[src/rtl/timer_prog_ctrl.sv]
// timer_prog_ctrl: programmable hh:mm:ss countdown timer controller.
//   clk, reset                 : clock, synchronous active-high reset
//   tick_1hz                   : one-cycle pulse once per second
//   btn_prog/start/left/right/up/down : debounced one-cycle button pulses
//   okmaquina                  : display values valid (low only during reset)
//   programar_on               : high while in program mode
//   direccion_actual_pantalla  : selected field, 6 = hh, 7 = mm, 8 = ss
//   timer_in1/2/3              : packed BCD hours / minutes / seconds
//   alarm                      : countdown expired
// Every output comes straight from a flop, so a pulse sampled on one edge
// shows up on the outputs right after that edge.
module timer_prog_ctrl (
  input  logic       clk,
  input  logic       reset,
  input  logic       tick_1hz,
  input  logic       btn_prog,
  input  logic       btn_start,
  input  logic       btn_left,
  input  logic       btn_right,
  input  logic       btn_up,
  input  logic       btn_down,
  output logic       okmaquina,
  output logic       programar_on,
  output logic [3:0] direccion_actual_pantalla,
  output logic [7:0] timer_in1,
  output logic [7:0] timer_in2,
  output logic [7:0] timer_in3,
  output logic       alarm
);

  typedef enum logic [1:0] {IDLE, PROG, RUN, DONE} state_e;
  typedef enum logic [2:0] {B_NONE, B_PROG, B_START, B_RIGHT, B_LEFT, B_UP, B_DOWN} btn_e;

  localparam logic [3:0] DIR_HH = 4'd6;
  localparam logic [3:0] DIR_MM = 4'd7;
  localparam logic [3:0] DIR_SS = 4'd8;
  localparam logic [7:0] MAX_HH = 8'h23;
  localparam logic [7:0] MAX_MS = 8'h59;

  state_e     state_q, state_d;
  logic [7:0] hh_q, hh_d, mm_q, mm_d, ss_q, ss_d;
  logic [3:0] dir_q, dir_d;
  logic       prog_on_q, prog_on_d;
  logic       alarm_q, alarm_d;
  logic       ok_q, ok_d;
  btn_e       btn;
  logic [7:0] cd_hh, cd_mm, cd_ss;

  // BCD increment with wrap from max back to 00.
  function automatic logic [7:0] bcd_inc(input logic [7:0] v, input logic [7:0] max);
    if (v == max)             return 8'h00;
    else if (v[3:0] == 4'd9)  return {v[7:4] + 4'd1, 4'd0};
    else                      return {v[7:4], v[3:0] + 4'd1};
  endfunction

  // BCD decrement with wrap from 00 up to max.
  function automatic logic [7:0] bcd_dec(input logic [7:0] v, input logic [7:0] max);
    if (v == 8'h00)           return max;
    else if (v[3:0] == 4'd0)  return {v[7:4] - 4'd1, 4'd9};
    else                      return {v[7:4], v[3:0] - 4'd1};
  endfunction

  // Only the highest-priority pulse is acted on; the rest are dropped even
  // when the winner turns out to be ignored in the current state.
  always_comb begin
    btn = B_NONE;
    if      (btn_prog)  btn = B_PROG;
    else if (btn_start) btn = B_START;
    else if (btn_right) btn = B_RIGHT;
    else if (btn_left)  btn = B_LEFT;
    else if (btn_up)    btn = B_UP;
    else if (btn_down)  btn = B_DOWN;
  end

  // One-second countdown with borrow ss -> mm -> hh. Only used in RUN, where
  // the value is never 00:00:00, so hours never underflow.
  always_comb begin
    cd_hh = hh_q;
    cd_mm = mm_q;
    cd_ss = ss_q;
    if (ss_q != 8'h00) begin
      cd_ss = bcd_dec(ss_q, MAX_MS);
    end else begin
      cd_ss = MAX_MS;
      if (mm_q != 8'h00) begin
        cd_mm = bcd_dec(mm_q, MAX_MS);
      end else begin
        cd_mm = MAX_MS;
        cd_hh = bcd_dec(hh_q, MAX_HH);
      end
    end
  end

  always_comb begin
    state_d   = state_q;
    hh_d      = hh_q;
    mm_d      = mm_q;
    ss_d      = ss_q;
    dir_d     = dir_q;
    prog_on_d = prog_on_q;
    alarm_d   = alarm_q;
    ok_d      = 1'b1;
    case (state_q)
      IDLE: begin
        if (btn == B_PROG) begin
          state_d   = PROG;
          prog_on_d = 1'b1;
          dir_d     = DIR_HH;
        end else if (btn == B_START && {hh_q, mm_q, ss_q} != 24'h0) begin
          state_d = RUN;
        end
      end
      PROG: begin
        case (btn)
          B_PROG: begin
            state_d   = IDLE;
            prog_on_d = 1'b0;
          end
          B_RIGHT: dir_d = (dir_q == DIR_SS) ? DIR_HH : dir_q + 4'd1;
          B_LEFT:  dir_d = (dir_q == DIR_HH) ? DIR_SS : dir_q - 4'd1;
          B_UP: begin
            case (dir_q)
              DIR_HH:  hh_d = bcd_inc(hh_q, MAX_HH);
              DIR_MM:  mm_d = bcd_inc(mm_q, MAX_MS);
              default: ss_d = bcd_inc(ss_q, MAX_MS);
            endcase
          end
          B_DOWN: begin
            case (dir_q)
              DIR_HH:  hh_d = bcd_dec(hh_q, MAX_HH);
              DIR_MM:  mm_d = bcd_dec(mm_q, MAX_MS);
              default: ss_d = bcd_dec(ss_q, MAX_MS);
            endcase
          end
          default: ;
        endcase
      end
      RUN: begin
        // Pause wins over a coincident tick.
        if (btn == B_START) begin
          state_d = IDLE;
        end else if (tick_1hz) begin
          hh_d = cd_hh;
          mm_d = cd_mm;
          ss_d = cd_ss;
          if ({cd_hh, cd_mm, cd_ss} == 24'h0) begin
            state_d = DONE;
            alarm_d = 1'b1;
          end
        end
      end
      DONE: begin
        if (btn == B_START || btn == B_PROG) begin
          state_d = IDLE;
          alarm_d = 1'b0;
        end
      end
      default: state_d = IDLE;
    endcase
  end

  always_ff @(posedge clk) begin
    if (reset) begin
      state_q   <= IDLE;
      hh_q      <= 8'h00;
      mm_q      <= 8'h00;
      ss_q      <= 8'h00;
      dir_q     <= DIR_HH;
      prog_on_q <= 1'b0;
      alarm_q   <= 1'b0;
      ok_q      <= 1'b0;
    end else begin
      state_q   <= state_d;
      hh_q      <= hh_d;
      mm_q      <= mm_d;
      ss_q      <= ss_d;
      dir_q     <= dir_d;
      prog_on_q <= prog_on_d;
      alarm_q   <= alarm_d;
      ok_q      <= ok_d;
    end
  end

  assign okmaquina                 = ok_q;
  assign programar_on              = prog_on_q;
  assign direccion_actual_pantalla = dir_q;
  assign timer_in1                 = hh_q;
  assign timer_in2                 = mm_q;
  assign timer_in3                 = ss_q;
  assign alarm                     = alarm_q;

endmodule

[config.mk]
export PLATFORM = sky130hd
export DESIGN_NAME = timer_prog_ctrl
export DESIGN_NICKNAME = d
export VERILOG_FILES = /design/src/rtl/timer_prog_ctrl.sv
export SDC_FILE = /design/constraint.sdc
export NUM_CORES = 1
export LEC_CHECK = 0
export BUFFER_PORTS_ARGS = -buffer_cell sky130_fd_sc_hd__buf_4
export CORE_MARGIN = 2
export CORE_UTILIZATION = 52
export DETAILED_ROUTE_END_ITERATION = 8
export PLACE_DENSITY = 0.79
export SYNTH_ARGS = -nofsm -noshare
export SYNTH_HDL_FRONTEND = slang
export SYNTH_SLANG_ARGS = --single-unit
[constraint.sdc]
create_clock -name clk -period 3.19 [get_ports clk]
set_clock_uncertainty 0.05 [all_clocks]
set_input_delay 0.319 -clock clk [delete_from_list [all_inputs] [get_ports clk]]
set_output_delay 0.319 -clock clk [all_outputs]
set_load 0.005 [all_outputs]
==> flow_summary.ini, run 1 <==
[place]
dp_hpwl_um = 6781
dp_slack_ps = 295.2
place.gp.congestion = 0.9041
placed_cells = 558
io_buffers = 39

[layout]
fin_cells = 566
seqCellArea_um2 = 660.6
drive_gt1_frac = 0.1431
layout_common_cells = 50 x buf_4, 43 x nand2_1, 41 x nor2_1, 37 x a21oi_1, 33 x dfxtp_1
synthToLayoutAreaGrowth_pct = 12.69
fillers = 564
fin_nets = 523
multi_input_area_um2 = 2501
layout_commonest_cell = buf_4
diodes = 0

[drt]
drtIter0Drc = 247
ant_nets = 0
vias_per_cell = 6.601
wirelength_um = 9480
vias = 3736
routedWlPerCell_um = 16.75
drt_pre_antenna_iters = 5
drc_errors = 0

[timing]
setup_ws_ps = 233.0
slew_headroom = 0.5386
setup_viol = 0
fmax_mhz = 338.2
finalCriticalPeriod_ps = 2957
finalSetupTns_ps = 0
hold_slack_ps = 264.0
hold_viol_final = 0
fin_crit_sh = 0.9270
report.final.slew_viol_count = 0
rsz0062_at_grt = no
worst_pin_slew_ps = 692.1

[die]
initial_core_util = 0.5371
core_area_um2 = 6350
ios = 40
die_x_um = 84.99
dieHeight_um = 84.99
placementRows = 29
die_area_um2 = 7223

[clock_tree]
post_cts_buffers = 0
postCtsHoldBufs = 0
ctsResizeCount = 0
clk_path_buf_depth = 2
h-tree-depth = 2
clock_latency_ps = 300
cts_tree = built
clk_pin_slew_worst_paths_ps = 80
root_buffer = clkbuf_8
cts_buffers = 5
cts_num_sinks = 33

[synth]
syn_inst = 464
postSynthAreaPerCell_um2 = 7.351
synth_flop_cell = dfxtp_1
synth_simple_gate_area_share = 0.2641
postSynthNetCount = 499
synth_adder_area_share = 0.09538
syn_area_um2 = 3411
synth-edff-count = 0
synth-seq-cells = 33
synth_mux_area_frac = 0.02164
synth_cell_type_count = 71
async_reset_ff_frac = 0
yosysWarnings = 0
synth-xor-area-share = 0.01541
synth_top_family_by_area = compound AO/OA/AOI/OAI gates
synth_seq_area_share = 0.1937
synth_compound_area_frac = 0.3368

[worst_setup_path]
worstSetupStartpointType = flop
critPathMaxFanout = 12
r2r-end = state_q[1]
crit_required_ps = 3330
reg2reg_from = timer_in2[1]
reg2reg_depth = 9
timing_worst_setup_path_type = flop to flop
rrSetupSlack_ps = 230
cp-end-kind = flop
cp.arrival_ps = 3100

[grt]
antenna_found_initial = 0
grt_pass1_wl_um = 15770
grt_pass1_vias = 3307
grt_max_degree = 32
grt-ovfl-total = 0
grt_usage = 0.2620

[flow_run]
maxCapViolCount = 0

[min_path]
min_path_cells = 2
holdPathEnd = programar_on
hp-start = btn_prog
hold_path_class = primary input to flop

[pwr]
ir_drop_uv = 600.3
leakagePower_nw = 1.570
p_total_w = 0.003973
power_per_cell_area_nw_per_um2 = 1034

[status]
status = complete, no violations
## cell usage after synthesis (5+ instances only)
master    number  area [um^2]
and3_1         5        31.28
a211oi_1      17        127.6
a21o_1         5        37.54
a221oi_1       5        43.79
buf_2          8        40.04
nor3_1        16        80.08
nand3_1       20        100.1
o211ai_1      11        82.58
nor2_1        41        153.9
ha_1          26        325.3
o22ai_1        7        43.79
clkbuf_1      20        75.07
dfxtp_1       33        660.6
o21ai_0       20        100.1
nor2b_1        5        31.28
inv_1         25        93.84
a211o_1        7        61.31
nand2_1       43        161.4
a21oi_1       37        185.2
## through the flow
stage	area (um^2)	utilization
after floorplan	3411	-
after global placement	3727	0.5870
after detailed placement	3727	0.5870
after CTS	3844	0.6053
after global routing	3844	0.6053
final	3844	0.6053
## worst max-delay path, cell delays in order (launching register included)
cell	delay (ps)
dfxtp_1	390
inv_1	140
ha_1	210
nor3b_4	480
nand4_2	230
mux2_1	360
a2111o_1	360
nor3_1	200
o21ai_1	100
mux2_1	320
## state kept, by name (all words and copies together), names as in the netlist
name	flops
alarm	1
direccion_actual_pantalla	4
okmaquina	1
programar_on	1
state_q	2
timer_in1	8
timer_in2	8
timer_in3	8
## layer usage
metal	share of wire	vias up	GRT usage
met1	0.44	1736	0.3705
met3	0.095	16	0.04377
met5	0	-	0
met4	0.015	0	0.07071
met2	0.45	192	0.4126
li1	-	1792	-
## logic make-up after synthesis
| family | Yosys count |
|---|---|
| xor gates and xnor gates | 6 |
| adders and majority gates | 26 |
| and+or+nand+nor | 172 |
| buffers and inverters | 58 |
| muxes | 7 |
| DFF | 33 |
| AOI/OAI and AO/OA | 162 |
## where the power goes
| part | leakage (nW) | switching (W) | internal [W] |
|---|---|---|---|
| clock network | 0.0585 | 0.000174 | 0.000255 |
| registers | 0.270 | 0.000241 | 0.000528 |
| logic | 1.24 | 0.00163 | 0.00114 |
| total | 1.57 | 0.00205 | 0.00193 |
## final cells by class
class | instances | area share
multi-input combinational | 373 | 0.6507
sequential | 33 | 0.1719
timing repair buffer | 50 | 0.09766
tap | 77 | 0.02507
inverter | 25 | 0.02441
clock buffer | 7 | 0.02246
clock inverter | 1 | 0.007812
## worst max path at each step
stage                            start          to  slack, ps  cells past startpoint
after global routing      timer_in2[1]  state_q[1]         60                      9
after CTS                 timer_in2[1]  state_q[1]        250                      9
after floorplan           timer_in2[0]  state_q[1]        480                     10
final                     timer_in2[1]  state_q[1]        230                      9
after global placement    timer_in2[1]  state_q[1]        400                      9
after detailed placement  timer_in2[1]  state_q[1]        300                      9
Power figures use the tool's default switching activity.
==> inputs of run 2 (changes only) <==
Settings changed: MAX_ROUTING_LAYER from default to met4.
==> run 2 against run 1 <==
  * Fmax up 2.4%
  * Via count about the same
  * Largest power group unchanged
  * Highest routed layer unchanged
  * Design area about the same
  * Critical path type unchanged
  * Worst setup slack better by 70 ps
==> flow_summary.ini, run 2 (same netlist as run 1, synthesis figures left out) <==
[status]
status = complete, no violations

[timing]
fin_crit_sh = 0.9051
finalSetupTns_ps = 0
report.final.slew_viol_count = 0
rsz0062_at_grt = no
fmax_mhz = 346.3
slew_headroom = 0.5499
setup_viol = 0
finalCriticalPeriod_ps = 2887
hold_viol_final = 0
worst_pin_slew_ps = 675.2

[worst_setup_path]
timing_worst_setup_path_type = flop to flop
cp.arrival_ps = 3030
path_cells = inv_1 > ha_1 > nor3b_4 > a31oi_1 > o32a_1 > a2111o_1 > nor3_1 > o21ai_1 > mux2_1
startpoint = timer_in3[1]
slowest_stage = a2111o_1
critPathMaxFanout = 7
cpPeakStageDelay_ps = 420
cp_top_family = compound AO/OA/AOI/OAI gates
cp-end-kind = flop
worstSetupStartpointType = flop
reg2reg_from = timer_in3[1]
cp_num_buf_inv = 1
crit_required_ps = 3330

[drt]
drt_pre_antenna_iters = 5
vias_per_cell = 6.572
vias = 3733
wirelength_um = 9615
ant_nets = 0
routedWlPerCell_um = 16.93
drc_errors = 0
drtIter0Drc = 289

[die]
die_x_um = 84.99
core_area_um2 = 6350
ios = 40
initial_core_util = 0.5371
placementRows = 29
dieHeight_um = 84.99
die_area_um2 = 7223

[layout]
fillers = 567
fin_nets = 525
layout_commonest_cell = buf_4
fin_area_um2 = 3845
drive_gt1_frac = 0.1527
synthToLayoutAreaGrowth_pct = 12.73
diodes = 0
layout_common_cells = 52 x buf_4, 43 x nand2_1, 41 x nor2_1, 37 x a21oi_1, 33 x dfxtp_1
fin_cells = 568

[place]
io_buffers = 39
place.gp.congestion = 0.9248
placed_cells = 559
placed_cell_area_um2 = 3735
dp_hpwl_um = 6933

[flow_run]
maxCapViolCount = 0

[pwr]
leakagePower_nw = 1.560
ir_drop_uv = 568.1
power_per_cell_area_nw_per_um2 = 1020

[min_path]
hp-start = btn_prog
hold_path_class = primary input to flop

[grt]
grt_pass1_vias = 3416
grt-ovfl-total = 0
grt_max_degree = 32
antenna_found_initial = 0
grt_pass1_wl_um = 15890
grt_usage = 0.2737

[clock_tree]
clock_latency_ps = 300
postCtsHoldBufs = 0
cts_tree = built
clk_path_buf_depth = 2
root_buffer = clkbuf_8
cts_num_sinks = 33
cts_buffers = 5
h-tree-depth = 2
clk_pin_slew_worst_paths_ps = 80
==> run 2: cell types whose count changed in the layout (fill, tap and decap cells not counted), sizes merged <==
cell	change
clkinvlp	+3
buf	+2
clkbuf	-2
bufinv	-1
==> run 2: where the power goes <==
part	switching (W)	internal, W	total [W]	leakage [nW]
logic	0.00165	0.00117	0.00282	1.25
clock network	0.000187	0.000153	0.000340	0.0364
registers	0.000230	0.000528	0.000758	0.270
==> run 2: worst reg2reg max path: cells and delay by family (launching register included) <==
family	cells	cell delay (ps)
multiplexers	1	320
flip-flops	1	350
buffers and inverters	1	130
AND/OR/NAND/NOR	2	580
AO/OA/AOI/OAI	4	1050
adder cells (fa/ha/maj)	1	310
==> run 2: worst paths after layout <==
path / endpoint / slack, ps / depth (start not counted)
min: programar_on / 250 / 2
max reg2reg: state_q[1] / 300 / 9
max: state_q[1] / 300 / 9
min reg2reg: programar_on / 470 / 2
==> run 2: repair_timing <==
action	CTS	global route
gates resized for setup	0	2
setup endpoints to repair	0	2
setup buffers	0	1
==> run 2: through the flow <==
step                hold WS [ps]  setup slack, ps  total power (W)  utilization
floorplan                  445.2            477.7         0.002756            -
global placement           447.9            404.6         0.003426       0.5882
detailed placement         465.3            285.8         0.003477       0.5882
CTS                        247.7            251.3         0.003837       0.6026
global route               263.1            20.42         0.004253       0.6055
finish                     254.3            302.7         0.003922       0.6055
==> run 2: layout make-up <==
type	count	area, um^2	share of cell area
clock buffers	5	68.82	0.01790
repair buffers	52	390.4	0.1015
flip-flops and latches	33	660.6	0.1718
multi-input cells	373	2512	0.6534
inverters	25	93.84	0.02441
well taps	77	96.34	0.02506
clock inverters	3	22.52	0.005857
==> run 2: routing by layer <==
layer / global-route usage / up-vias / part of all wire
li1: - / 1792 / -
met1: 0.3537 / 1733 / 0.44
met2: 0.4339 / 186 / 0.46
met3: 0.04864 / 22 / 0.082
met4: 0.08802 / 0 / 0.019
met5: - / - / 0
